==> src/rtl/skein_pkg.sv <==
// rtl/skein_pkg.sv - shared state encoding, sizes and length rounding for the Skein-256 message loader
package skein_pkg;

  typedef enum logic [3:0] {
    S_IDLE,
    S_LEN,
    S_FILL,
    S_LOAD,
    S_START,
    S_WAIT,
    S_OUT_LOAD,
    S_OUT_START,
    S_OUT_WAIT,
    S_DONE
  } state_e;

  localparam int BLK_BITS      = 256;
  localparam int BLK_WORDS_DEF = 16;
  localparam int LEN_WORDS_DEF = 4;

  // Partial trailing byte counts as a whole byte.
  function automatic logic [60:0] bytes_from_bits(input logic [63:0] bits);
    return bits[63:3] + {60'd0, |bits[2:0]};
  endfunction

endpackage

==> src/rtl/skein_msg_loader_if.sv <==
// rtl/skein_msg_loader_if.sv - host word stream handshake into the Skein-256 loader
interface skein_msg_loader_if;

  logic        host_init;
  logic        host_valid;
  logic [15:0] host_data;
  logic        host_ready;

  modport master (output host_init, output host_valid, output host_data, input host_ready);
  modport slave  (input host_init, input host_valid, input host_data, output host_ready);

endinterface

==> src/rtl/skein_blk_buf.sv <==
// rtl/skein_blk_buf.sv - one 256-bit message block assembled from 16-bit words; clear wins over write
module skein_blk_buf
  import skein_pkg::*;
(
  input  logic                clk,
  input  logic                rst_n,
  input  logic                clr_i,
  input  logic                we_i,
  input  logic [3:0]          widx_i,
  input  logic [15:0]         wdata_i,
  output logic [BLK_BITS-1:0] blk_o
);

  logic [BLK_BITS-1:0] blk_q;
  logic [BLK_BITS-1:0] blk_d;

  always_comb begin
    blk_d = blk_q;
    if (clr_i) begin
      blk_d = '0;
    end else if (we_i) begin
      blk_d[{widx_i, 4'b0000} +: 16] = wdata_i;
    end
  end

  always_ff @(posedge clk or negedge rst_n) begin
    if (!rst_n) begin
      blk_q <= '0;
    end else begin
      blk_q <= blk_d;
    end
  end

  assign blk_o = blk_q;

endmodule

==> src/rtl/skein_msg_loader.sv <==
// rtl/skein_msg_loader.sv - Skein-256 host loader: length capture, block fill/pad, core sequencing
// Define SKEIN_LDR_DBUF_EN to add a second fill buffer so the host keeps streaming during WAIT.
module skein_msg_loader
  import skein_pkg::*;
#(
  parameter int BLK_WORDS = BLK_WORDS_DEF,
  parameter int LEN_WORDS = LEN_WORDS_DEF
) (
  input  logic                clk,
  input  logic                rst_n,
  skein_msg_loader_if.slave   host,
  output logic                hash_done,
  output logic                core_init,
  output logic                core_ld_posi,
  output logic [15:0]         core_idata,
  output logic                core_ld_tweak,
  output logic                core_start,
  input  logic                core_busy,
  output logic [63:0]         msg0,
  output logic [63:0]         msg1,
  output logic [63:0]         msg2,
  output logic [63:0]         msg3
);

`ifdef SKEIN_LDR_DBUF_EN
  localparam bit DBUF = 1'b1;
`else
  localparam bit DBUF = 1'b0;
`endif

  localparam int             LCW      = (LEN_WORDS > 1) ? $clog2(LEN_WORDS) : 1;
  localparam logic [LCW-1:0] LEN_LAST = LCW'(LEN_WORDS - 1);
  localparam logic [3:0]     BLK_LAST = 4'(BLK_WORDS - 1);

  state_e         state_q, state_d;
  logic [LCW-1:0] len_cnt_q, len_cnt_d;
  logic [47:0]    len_acc_q, len_acc_d;
  logic [59:0]    words_left_q, words_left_d;
  logic           odd_q, odd_d;
  logic [3:0]     wcnt_q, wcnt_d;
  logic           sel_q, sel_d;
  logic           nxt_full_q, nxt_full_d;
  logic           init_q, posi_q;
  logic [15:0]    idata_q;

  logic           ready, accept, wr_en, wr_sel, last_word, blk_end, buf_clr;
  logic [63:0]    len_bits;
  logic [60:0]    len_bytes;
  logic [15:0]    fill_word;
  logic [255:0]   blk0, active_blk;

  always_comb begin
    ready = 1'b0;
    case (state_q)
      S_LEN:   ready = 1'b1;
      S_FILL:  ready = (words_left_q != '0);
      S_WAIT:  ready = DBUF && (words_left_q != '0) && !nxt_full_q;
      default: ready = 1'b0;
    endcase
  end

  assign host.host_ready = ready;
  assign accept    = host.host_valid && ready && !host.host_init;
  assign wr_en     = accept && (state_q == S_FILL || state_q == S_WAIT);
  assign wr_sel    = (state_q == S_WAIT) ? ~sel_q : sel_q;
  assign last_word = (words_left_q == 60'd1);
  assign blk_end   = (wcnt_q == BLK_LAST) || last_word;
  assign len_bits  = {len_acc_q, host.host_data};
  assign len_bytes = bytes_from_bits(len_bits);
  // An odd byte count leaves the final word's upper (later) byte outside the message.
  assign fill_word = (last_word && odd_q) ? {8'h00, host.host_data[7:0]} : host.host_data;

  always_comb begin
    state_d      = state_q;
    len_cnt_d    = len_cnt_q;
    len_acc_d    = len_acc_q;
    words_left_d = words_left_q;
    odd_d        = odd_q;
    wcnt_d       = wcnt_q;
    sel_d        = sel_q;
    nxt_full_d   = nxt_full_q;
    buf_clr      = 1'b0;

    if (wr_en) begin
      words_left_d = (words_left_q != '0) ? words_left_q - 60'd1 : words_left_q;
      wcnt_d       = blk_end ? 4'd0 : wcnt_q + 4'd1;
    end

    unique case (state_q)
      S_IDLE: begin
      end
      S_LEN: begin
        if (accept) begin
          len_acc_d = len_bits[47:0];
          if (len_cnt_q == LEN_LAST) begin
            words_left_d = len_bytes[60:1] + {59'd0, len_bytes[0]};
            odd_d        = len_bytes[0];
            state_d      = (len_bytes == '0) ? S_LOAD : S_FILL;
          end else begin
            len_cnt_d = len_cnt_q + LCW'(1);
          end
        end
      end
      S_FILL: begin
        if ((wr_en && blk_end) || words_left_q == '0) state_d = S_LOAD;
      end
      S_LOAD:  state_d = S_START;
      S_START: state_d = S_WAIT;
      S_WAIT: begin
        // The finished block leaves with the core; any pre-filled block becomes active.
        if (!core_busy) begin
          buf_clr    = 1'b1;
          sel_d      = DBUF ? ~sel_q : sel_q;
          nxt_full_d = 1'b0;
          if (nxt_full_q || (wr_en && blk_end)) state_d = S_LOAD;
          else if (words_left_q != '0)         state_d = S_FILL;
          else                                 state_d = S_OUT_LOAD;
        end else if (wr_en && blk_end) begin
          nxt_full_d = 1'b1;
        end
      end
      S_OUT_LOAD:  state_d = S_OUT_START;
      S_OUT_START: state_d = S_OUT_WAIT;
      S_OUT_WAIT: begin
        if (!core_busy) state_d = S_DONE;
      end
      S_DONE:  state_d = S_IDLE;
      default: state_d = S_IDLE;
    endcase

    if (host.host_init) begin
      state_d      = S_LEN;
      len_cnt_d    = '0;
      len_acc_d    = '0;
      words_left_d = '0;
      odd_d        = 1'b0;
      wcnt_d       = '0;
      sel_d        = 1'b0;
      nxt_full_d   = 1'b0;
      buf_clr      = 1'b0;
    end
  end

  always_ff @(posedge clk or negedge rst_n) begin
    if (!rst_n) begin
      state_q      <= S_IDLE;
      len_cnt_q    <= '0;
      len_acc_q    <= '0;
      words_left_q <= '0;
      odd_q        <= 1'b0;
      wcnt_q       <= '0;
      sel_q        <= 1'b0;
      nxt_full_q   <= 1'b0;
      init_q       <= 1'b0;
      posi_q       <= 1'b0;
      idata_q      <= '0;
    end else begin
      state_q      <= state_d;
      len_cnt_q    <= len_cnt_d;
      len_acc_q    <= len_acc_d;
      words_left_q <= words_left_d;
      odd_q        <= odd_d;
      wcnt_q       <= wcnt_d;
      sel_q        <= sel_d;
      nxt_full_q   <= nxt_full_d;
      init_q       <= host.host_init;
      posi_q       <= accept && (state_q == S_LEN);
      if (accept && state_q == S_LEN) idata_q <= host.host_data;
    end
  end

  skein_blk_buf u_buf0 (
    .clk     (clk),
    .rst_n   (rst_n),
    .clr_i   (host.host_init || (buf_clr && !sel_q)),
    .we_i    (wr_en && !wr_sel),
    .widx_i  (wcnt_q),
    .wdata_i (fill_word),
    .blk_o   (blk0)
  );

`ifdef SKEIN_LDR_DBUF_EN
  logic [255:0] blk1;

  skein_blk_buf u_buf1 (
    .clk     (clk),
    .rst_n   (rst_n),
    .clr_i   (host.host_init || (buf_clr && sel_q)),
    .we_i    (wr_en && wr_sel),
    .widx_i  (wcnt_q),
    .wdata_i (fill_word),
    .blk_o   (blk1)
  );

  assign active_blk = sel_q ? blk1 : blk0;
`else
  assign active_blk = blk0;
`endif

  assign core_init     = init_q;
  assign core_ld_posi  = posi_q;
  assign core_idata    = idata_q;
  assign core_ld_tweak = (state_q == S_LOAD) || (state_q == S_OUT_LOAD);
  assign core_start    = (state_q == S_START) || (state_q == S_OUT_START);
  assign hash_done     = (state_q == S_DONE);
  assign msg0          = active_blk[63:0];
  assign msg1          = active_blk[127:64];
  assign msg2          = active_blk[191:128];
  assign msg3          = active_blk[255:192];

endmodule

==> src/flat_wrapper.sv <==
// flat-port wrapper written by rule: the top's interface ports become plain ports
module skein_msg_loader_flat import skein_pkg::*;
#(
  parameter int BLK_WORDS = BLK_WORDS_DEF,
  parameter int LEN_WORDS = LEN_WORDS_DEF
)
  (clk, rst_n, hash_done, core_init, core_ld_posi, core_idata, core_ld_tweak, core_start, core_busy, msg0, msg1, msg2, msg3, host_host_init, host_host_valid, host_host_data, host_host_ready);
  skein_msg_loader_if host_i ();
  input  logic clk;
  input  logic rst_n;
  output logic hash_done;
  output logic core_init;
  output logic core_ld_posi;
  output logic [15:0] core_idata;
  output logic core_ld_tweak;
  output logic core_start;
  input  logic core_busy;
  output logic [63:0] msg0;
  output logic [63:0] msg1;
  output logic [63:0] msg2;
  output logic [63:0] msg3;
  input wire logic [$bits(host_i.host_init)-1:0] host_host_init;
  input wire logic [$bits(host_i.host_valid)-1:0] host_host_valid;
  input wire logic [$bits(host_i.host_data)-1:0] host_host_data;
  output wire logic [$bits(host_i.host_ready)-1:0] host_host_ready;
  assign host_i.host_init = host_host_init;
  assign host_i.host_valid = host_host_valid;
  assign host_i.host_data = host_host_data;
  assign host_host_ready = host_i.host_ready;
  skein_msg_loader #(.BLK_WORDS(BLK_WORDS), .LEN_WORDS(LEN_WORDS)) u_core (.clk(clk), .rst_n(rst_n), .host(host_i), .hash_done(hash_done), .core_init(core_init), .core_ld_posi(core_ld_posi), .core_idata(core_idata), .core_ld_tweak(core_ld_tweak), .core_start(core_start), .core_busy(core_busy), .msg0(msg0), .msg1(msg1), .msg2(msg2), .msg3(msg3));
endmodule
==> config.mk <==
export PLATFORM = sky130hd
export DESIGN_NAME = skein_msg_loader_flat
export DESIGN_NICKNAME = d
export VERILOG_FILES = /design/src/rtl/skein_pkg.sv /design/src/rtl/skein_msg_loader_if.sv /design/src/rtl/skein_blk_buf.sv /design/src/rtl/skein_msg_loader.sv /design/src/flat_wrapper.sv
export SDC_FILE = /design/constraint.sdc
export NUM_CORES = 1
export LEC_CHECK = 0
export CORE_ASPECT_RATIO = 1.5
export CORE_MARGIN = 3
export CORE_UTILIZATION = 30
export DETAILED_ROUTE_END_ITERATION = 7
export RECOVER_POWER = 50
export SYNTH_ARGS = -nofsm -noshare
export SYNTH_HDL_FRONTEND = slang
export SYNTH_HIERARCHICAL = 1
export SYNTH_SLANG_ARGS = --single-unit
==> constraint.sdc <==
create_clock -name clk -period 4.9 [get_ports clk]
set_input_delay 0.49 -clock clk [delete_from_list [all_inputs] [get_ports clk]]
set_output_delay 0.49 -clock clk [all_outputs]
set_load 0.01 [all_outputs]
# Word level (Yosys, flattened, before mapping)
# Index checks and enable logic that the tools add are counted.
# Widths: inputs -> output; s select.
# op_classes
shift	2
eq_ne	20
addsub	6
muxes	43
reduce_logical	32
# op_table
operator	n
$mux 256	2
$mux 60	6
$bwmux 256	1
$shift 16x10->256 const A	1
$shiftx 16x10->256	1
$mux 48	3
$add 61x1->61	1
$logic_not 61->1	1
$add 60x1->60	1
$eq 60x1->1 const B	1
$logic_not 60->1	1
$reduce_bool 60->1	1
$sub 60x1->60 const B	1
$mux 4	10
$pmux 4 s9	1
$eq 4x3->1 const B	4
$mux 16	1
$mux 1	13
$eq 4x4->1 const B	3
$reduce_bool 2->1	6
$neg 8->10	1
$ne 3x3->1 const B	3
$eq 4x2->1 const B	2
$mux 2	4
17 further kinds	34
# totals
out_inout_bits	278
register_bits	394

# Longest topological paths before layout
# logic_depth
ltp_word	11
ltp_mapped	15

# Modules after synthesis
# The synthesis kept the hierarchy.
# by_module_without_submodules
mod	area_each_um2	cells_each	n_inst
skein_msg_loader	10705.3	1348	1
skein_blk_buf	9949.5	913	1

# Worst setup path before layout
# OpenSTA, ideal clock, no wires.
# synth_timing
path_kind	input to register
start	in host_host_data[0]
end	reg u_core.state_q[0]
path_stages	10
slack_ns	1.052
setup_ns	0.082
arrival_time_ns	3.766
cell_sequence	or3_1 ha_1 nand3_2 or4_4 or4b_4 xnor2_1 or4_1 or4_1 or4b_1 a22oi_2
# synth_between
elab_chain_len	8
# synth_lines
item	line	source
start, declared	flat_wrapper.sv:24	input wire logic [$bits(host_i.host_data)-1:0] host_host_data;
$reduce_or 3->1	skein_pkg.sv:23	return bits[63:3] + {60'd0, |bits[2:0]};
$add 61x1->61	skein_pkg.sv:23	
$logic_not 61->1	skein_msg_loader.sv:98	state_d = (len_bytes == '0) ? S_LOAD : S_FILL;
$mux 1	skein_msg_loader.sv:98	
$mux 4	skein_msg_loader.sv:95	if (len_cnt_q == LEN_LAST) begin
$mux 4	skein_msg_loader.sv:93	if (accept) begin
$pmux 4 s9	skein_msg_loader.sv:89	unique case (state_q)
$mux 4	skein_msg_loader.sv:131	if (host.host_init) begin
end signal, assigned	skein_msg_loader.sv:158	state_q <= state_d;
end, declared	skein_msg_loader.sv:35	state_e state_q, state_d;
# No other way between the ends. The select of a mux whose other input is x is not followed.
# A chain may end at the register's enable or synchronous reset.

# Worst setup path in the final report
# layout_timing
start	in host_host_data[1]
end	reg u_core.state_q[0]
# The elaborated chain is that of the path after synthesis.

==> impl_summary.md <==
Run status
The run finished, with violations left. The final reports fail on capacitance limit, slew limit.

Detailed routing
The first-pass iteration count of the detailed router is 5. The first-iteration detailed-routing DRC count is 1506. The post-detailed-route count of antenna-violating nets is 0. The DRC violation count after routing is 0. The total wire length is 77100 um. In the final routed layout, each cell accounts on average for 22.2 um. In the routed layout, each cell is associated on average with a via count of 5.39. The overall via count from detail_route is 18743.

Layout
The final-layout fill cell count is 6772. The most frequent standard cell in the layout excluding fill and tap cells is sky130_fd_sc_hd__nand2_1. The number of diodes is 0. The share of layout cells above drive strength 1 is 10.4%. Relative to the synthesized area, the layout overhead comes to 28.1%.

The number of standard cells in the layout, taps in and fillers out is 3477. At the end of the flow, the number of nets in the layout was 2587. In the layout the commonest cells are 469 x sky130_fd_sc_hd__nand2_1, 394 x sky130_fd_sc_hd__dfrtp_1, 192 x sky130_fd_sc_hd__a21oi_1, 157 x sky130_fd_sc_hd__clkdlybuf4s50_1, 138 x sky130_fd_sc_hd__dlygate4sd3_1.

STA
The minimum period implied by the final worst setup slack is 4140 ps. In this run the tightest slew margin relative to its limit is -80.2%. Setup violations remaining at the end of the flow were counted as 0.

The total count of hold-check failures in the final report was 0. The total negative slack is 0 ps. The final period utilization is 84.5%. The clock arrives with 32.2 ps of skew.

Setup repair after global routing left no endpoint under its margin. The final-report max-slew violation count is 158. Static timing analysis puts the maximum clock frequency at 241 MHz. The least setup slack across all paths after layout is 757 ps. The pin slew with the least headroom to its limit is 2700 ps.

Worst hold path
The path class of the tightest hold or removal check is primary input to flip-flop.

Global route
The via count of the first global-routing pass is 18701. The maximum number of pins on one net before global-route repair is 130. The number of antenna violations at the first check in global routing is 0. After global routing the overflow that remains totals 0. The first global-routing pass estimated 116000 um of wire. Across every metal layer, demand over resource in global routing totals 20.8%.

CTS
The insertion delay of the later-clocked pin in the worst-skew pair is 590 ps. The number of buffers added by the clock tree synthesis step is 41. The clock slew seen by the registers of the worst setup and hold paths is 60 ps. The CTS tree is built.

The root buffer cell chosen for the clock tree is sky130_fd_sc_hd__clkbuf_16. The number of buffers inserted for hold repair after clock tree synthesis is 1. The largest buffer count on any clock path is 3. Counting every sink on the clock net gives 394. The buffers inserted during post-CTS setup optimization is 0. The level count of the clock H-tree is 2. Post-CTS repair changed the size of 0 cells.

Critical path
The cell that appears most often on the critical path is sky130_fd_sc_hd__or3_1. Traced cell by cell, the critical path runs through clkdlybuf4s50_1 > or3_1 > ha_1 > nand3_2 > buf_4 > or3_1 > o21a_1 > a2111oi_0 > and4_1 > nand4_1 > or4_1 > or4b_1 > a22oi_2. At the worst endpoint, the arrival time is 4630 ps. The critical path start-end classification is primary input to flip-flop.

The cell class contributing the biggest share of worst-path delay is simple AND/OR/NAND/NOR gates. The type of origin of the critical path is a primary input. In this design, the stage delay of the slowest critical-path cell is 630 ps.

The maximum fanout encountered on the critical timing path is 9. The critical path contains buffers and inverters numbering 2 combined. The critical path endpoint category is a flip-flop. The critical path required time is 5380 ps. On the critical path, the stage with the largest delay is an instance of sky130_fd_sc_hd__or4b_1.

Placement
The number of cells after detailed placement is 3401. The pre-CTS worst setup slack is 176 ps. The count of input and output buffers is 298. After legalization and detailed placement, the total HPWL measured 58100 um. The placer's final routability congestion estimate is 0.987.

Logic synthesis
The cell count after synthesis came out at 2261. After synthesis, the share of flip-flops with an asynchronous set or reset is 100%. The post-synth net total is 2295. The distinct cell type count after synthesis is 92. For this run, the number of Yosys warnings is 6. The number of enable-type register cells in the synthesized netlist is 0. The flip-flop cell with the highest count after synthesis is sky130_fd_sc_hd__dfrtp_1.

The mapped netlist covers 20700 um^2. The average instance in the mapped netlist occupies 9.14 um^2. The number of storage elements in the synthesis netlist is 394. For this run, the register share of the synthesized area comes to 47.7%.

Power and ir drop
The proportion of power drawn by the clock network is 44.7%. Per report_power, the sequential group accounts for 46.5% of the total. In this run, the combinational gates consume 8.9% of the power.

The total power per unit cell area is 274 nW/um^2. The analysis attributes to net switching a power of 1870 uW. The worst-case IR drop observed on VDD is 0.000198 V. The internal cell power is 5380 uW. The analysis attributes to cell leakage a power of 0.0113 uW. Net switching is 25.8% of the power.

Die
The core outline area is 68100 um^2. In this run the horizontal extent of the chip is 220 um. 299 I/O pins were placed. The height of the die is 327 um. The placement row count is 117. The die covers 72100 um^2. For this configuration, the core starts out at a cell density of 30.3%.

Job
The number of maximum-capacitance violations is 2.
[registers in the layout (all words and copies together) (netlist names)]
register             count
u_core/odd_q             1
u_core/len_cnt_q         2
u_core/core_init         1
u_core/len_acc_q        48
u_core/state_q           4
u_core/wcnt_q            4
u_core/nxt_full_q        1
u_core/u_buf0/blk_o    256
u_core/core_ld_posi      1
u_core/words_left_q     60
u_core/core_idata       16
[cell type report]
class / instances / area [um^2] / share of cell area [%]
well taps: 892 / 1120 / 4.22
clock buffers: 56 / 1140 / 4.32
flip-flops and latches: 394 / 9860 / 37.3
multi-input cells: 1661 / 9990 / 37.7
repair buffers: 431 / 4020 / 15.2
clock inverters: 19 / 253 / 0.955
inverters: 24 / 90.1 / 0.340
[metrics by stage]
| step | util, % | hold WS, ps | power, uW | area, um^2 |
|---|---|---|---|---|
| floorplan | - | 194 | 3710 | 20700 |
| global placement | 36.8 | 463 | 4080 | 25100 |
| detailed placement | 36.8 | 469 | 4090 | 25100 |
| CTS | 38.9 | 276 | 7340 | 26500 |
| global route | 38.9 | 323 | 7510 | 26500 |
| finish | 38.9 | 305 | 7250 | 26500 |
[power groups by stage]
stage          logic (uW)  registers (uW)  clock network, uW
2_1_floorplan         300            3410                  0
3_3_place_gp          654            3430                  0
3_5_place_dp          659            3430                  0
4_1_cts               662            3370               3310
5_1_grt               700            3370               3440
6_report              644            3370               3240
[tightest hold or removal path, delay by kind of cell]
kind | cells | cell delay (ps)
compound gates | 1 | 60
simple gates | 1 | 90
buf+inv | 1 | 190
[synthesized netlist by cell type, types with 10 or more instances]
master / instances / area (um^2)
sky130_fd_sc_hd__buf_1: 21 / 78.8
sky130_fd_sc_hd__nand3_1: 60 / 300
sky130_fd_sc_hd__nand2_1: 469 / 1760
sky130_fd_sc_hd__nor3_1: 51 / 255
sky130_fd_sc_hd__ha_1: 13 / 163
sky130_fd_sc_hd__or3_1: 23 / 144
sky130_fd_sc_hd__inv_1: 22 / 82.6
sky130_fd_sc_hd__nor2_1: 130 / 488
sky130_fd_sc_hd__and4_1: 14 / 123
sky130_fd_sc_hd__a21oi_1: 195 / 976
sky130_fd_sc_hd__mux2i_1: 17 / 170
sky130_fd_sc_hd__a31oi_1: 13 / 81.3
sky130_fd_sc_hd__xnor2_1: 87 / 762
sky130_fd_sc_hd__a22o_1: 129 / 1130
sky130_fd_sc_hd__o22ai_1: 16 / 100
sky130_fd_sc_hd__nor4_1: 55 / 344
sky130_fd_sc_hd__o21ai_0: 28 / 140
sky130_fd_sc_hd__clkbuf_1: 113 / 424
sky130_fd_sc_hd__xor2_1: 54 / 473
sky130_fd_sc_hd__nand2b_1: 14 / 87.6
sky130_fd_sc_hd__a211oi_1: 24 / 180
sky130_fd_sc_hd__or2_2: 10 / 62.6
sky130_fd_sc_hd__nor2b_1: 10 / 62.6
sky130_fd_sc_hd__dfrtp_1: 394 / 9860
sky130_fd_sc_hd__or4_1: 21 / 158
sky130_fd_sc_hd__and3_1: 19 / 119
sky130_fd_sc_hd__and2_1: 15 / 93.8
sky130_fd_sc_hd__buf_2: 37 / 185
sky130_fd_sc_hd__nand4_1: 41 / 257
[metal layers]
metal	track usage, %	vias to the layer above	share of wire, %	wire, um
li1	-	8621	-	-
met1	24.7	9248	39	30200
met2	36.7	713	50	38700
met3	3.02	161	5.8	4490
met4	9.64	0	4.9	3750
met5	0	-	0	0
[kinds of logic (layout without fill, tap and decap cells)]
logic type               after synthesis  count (layout)  synth area share [%]
AND/OR/NAND/NOR                     1003            1003                  24.3
AO/OA/AOI/OAI                        482             482                  15.8
flip-flops                           394             394                  47.7
buffers and inverters                206             530                  4.21
XOR/XNOR                             144             144                  6.22
multiplexers                          19              19                 0.933
adder cells (fa/ha/maj)               13              13                 0.788
[path summary, 6_finish.rpt]
kind / cells after the start / slack, ps / to / start
hold reg to reg: 2 / 470 / u_core/core_idata[12] / u_core/core_idata[12]
hold / removal: 3 / 310 / u_core/len_acc_q[6] / host_host_data[6]
min in group asynchronous: 2 / 1280 / u_core/u_buf0/blk_o[241] / rst_n
max in group asynchronous: 3 / 1310 / u_core/core_idata[15] / rst_n
setup reg to reg: 9 / 830 / u_core/state_q[0] / u_core/len_acc_q[26]
setup / recovery: 13 / 760 / u_core/state_q[0] / host_host_data[1]
Power figures use the tool's default switching activity.
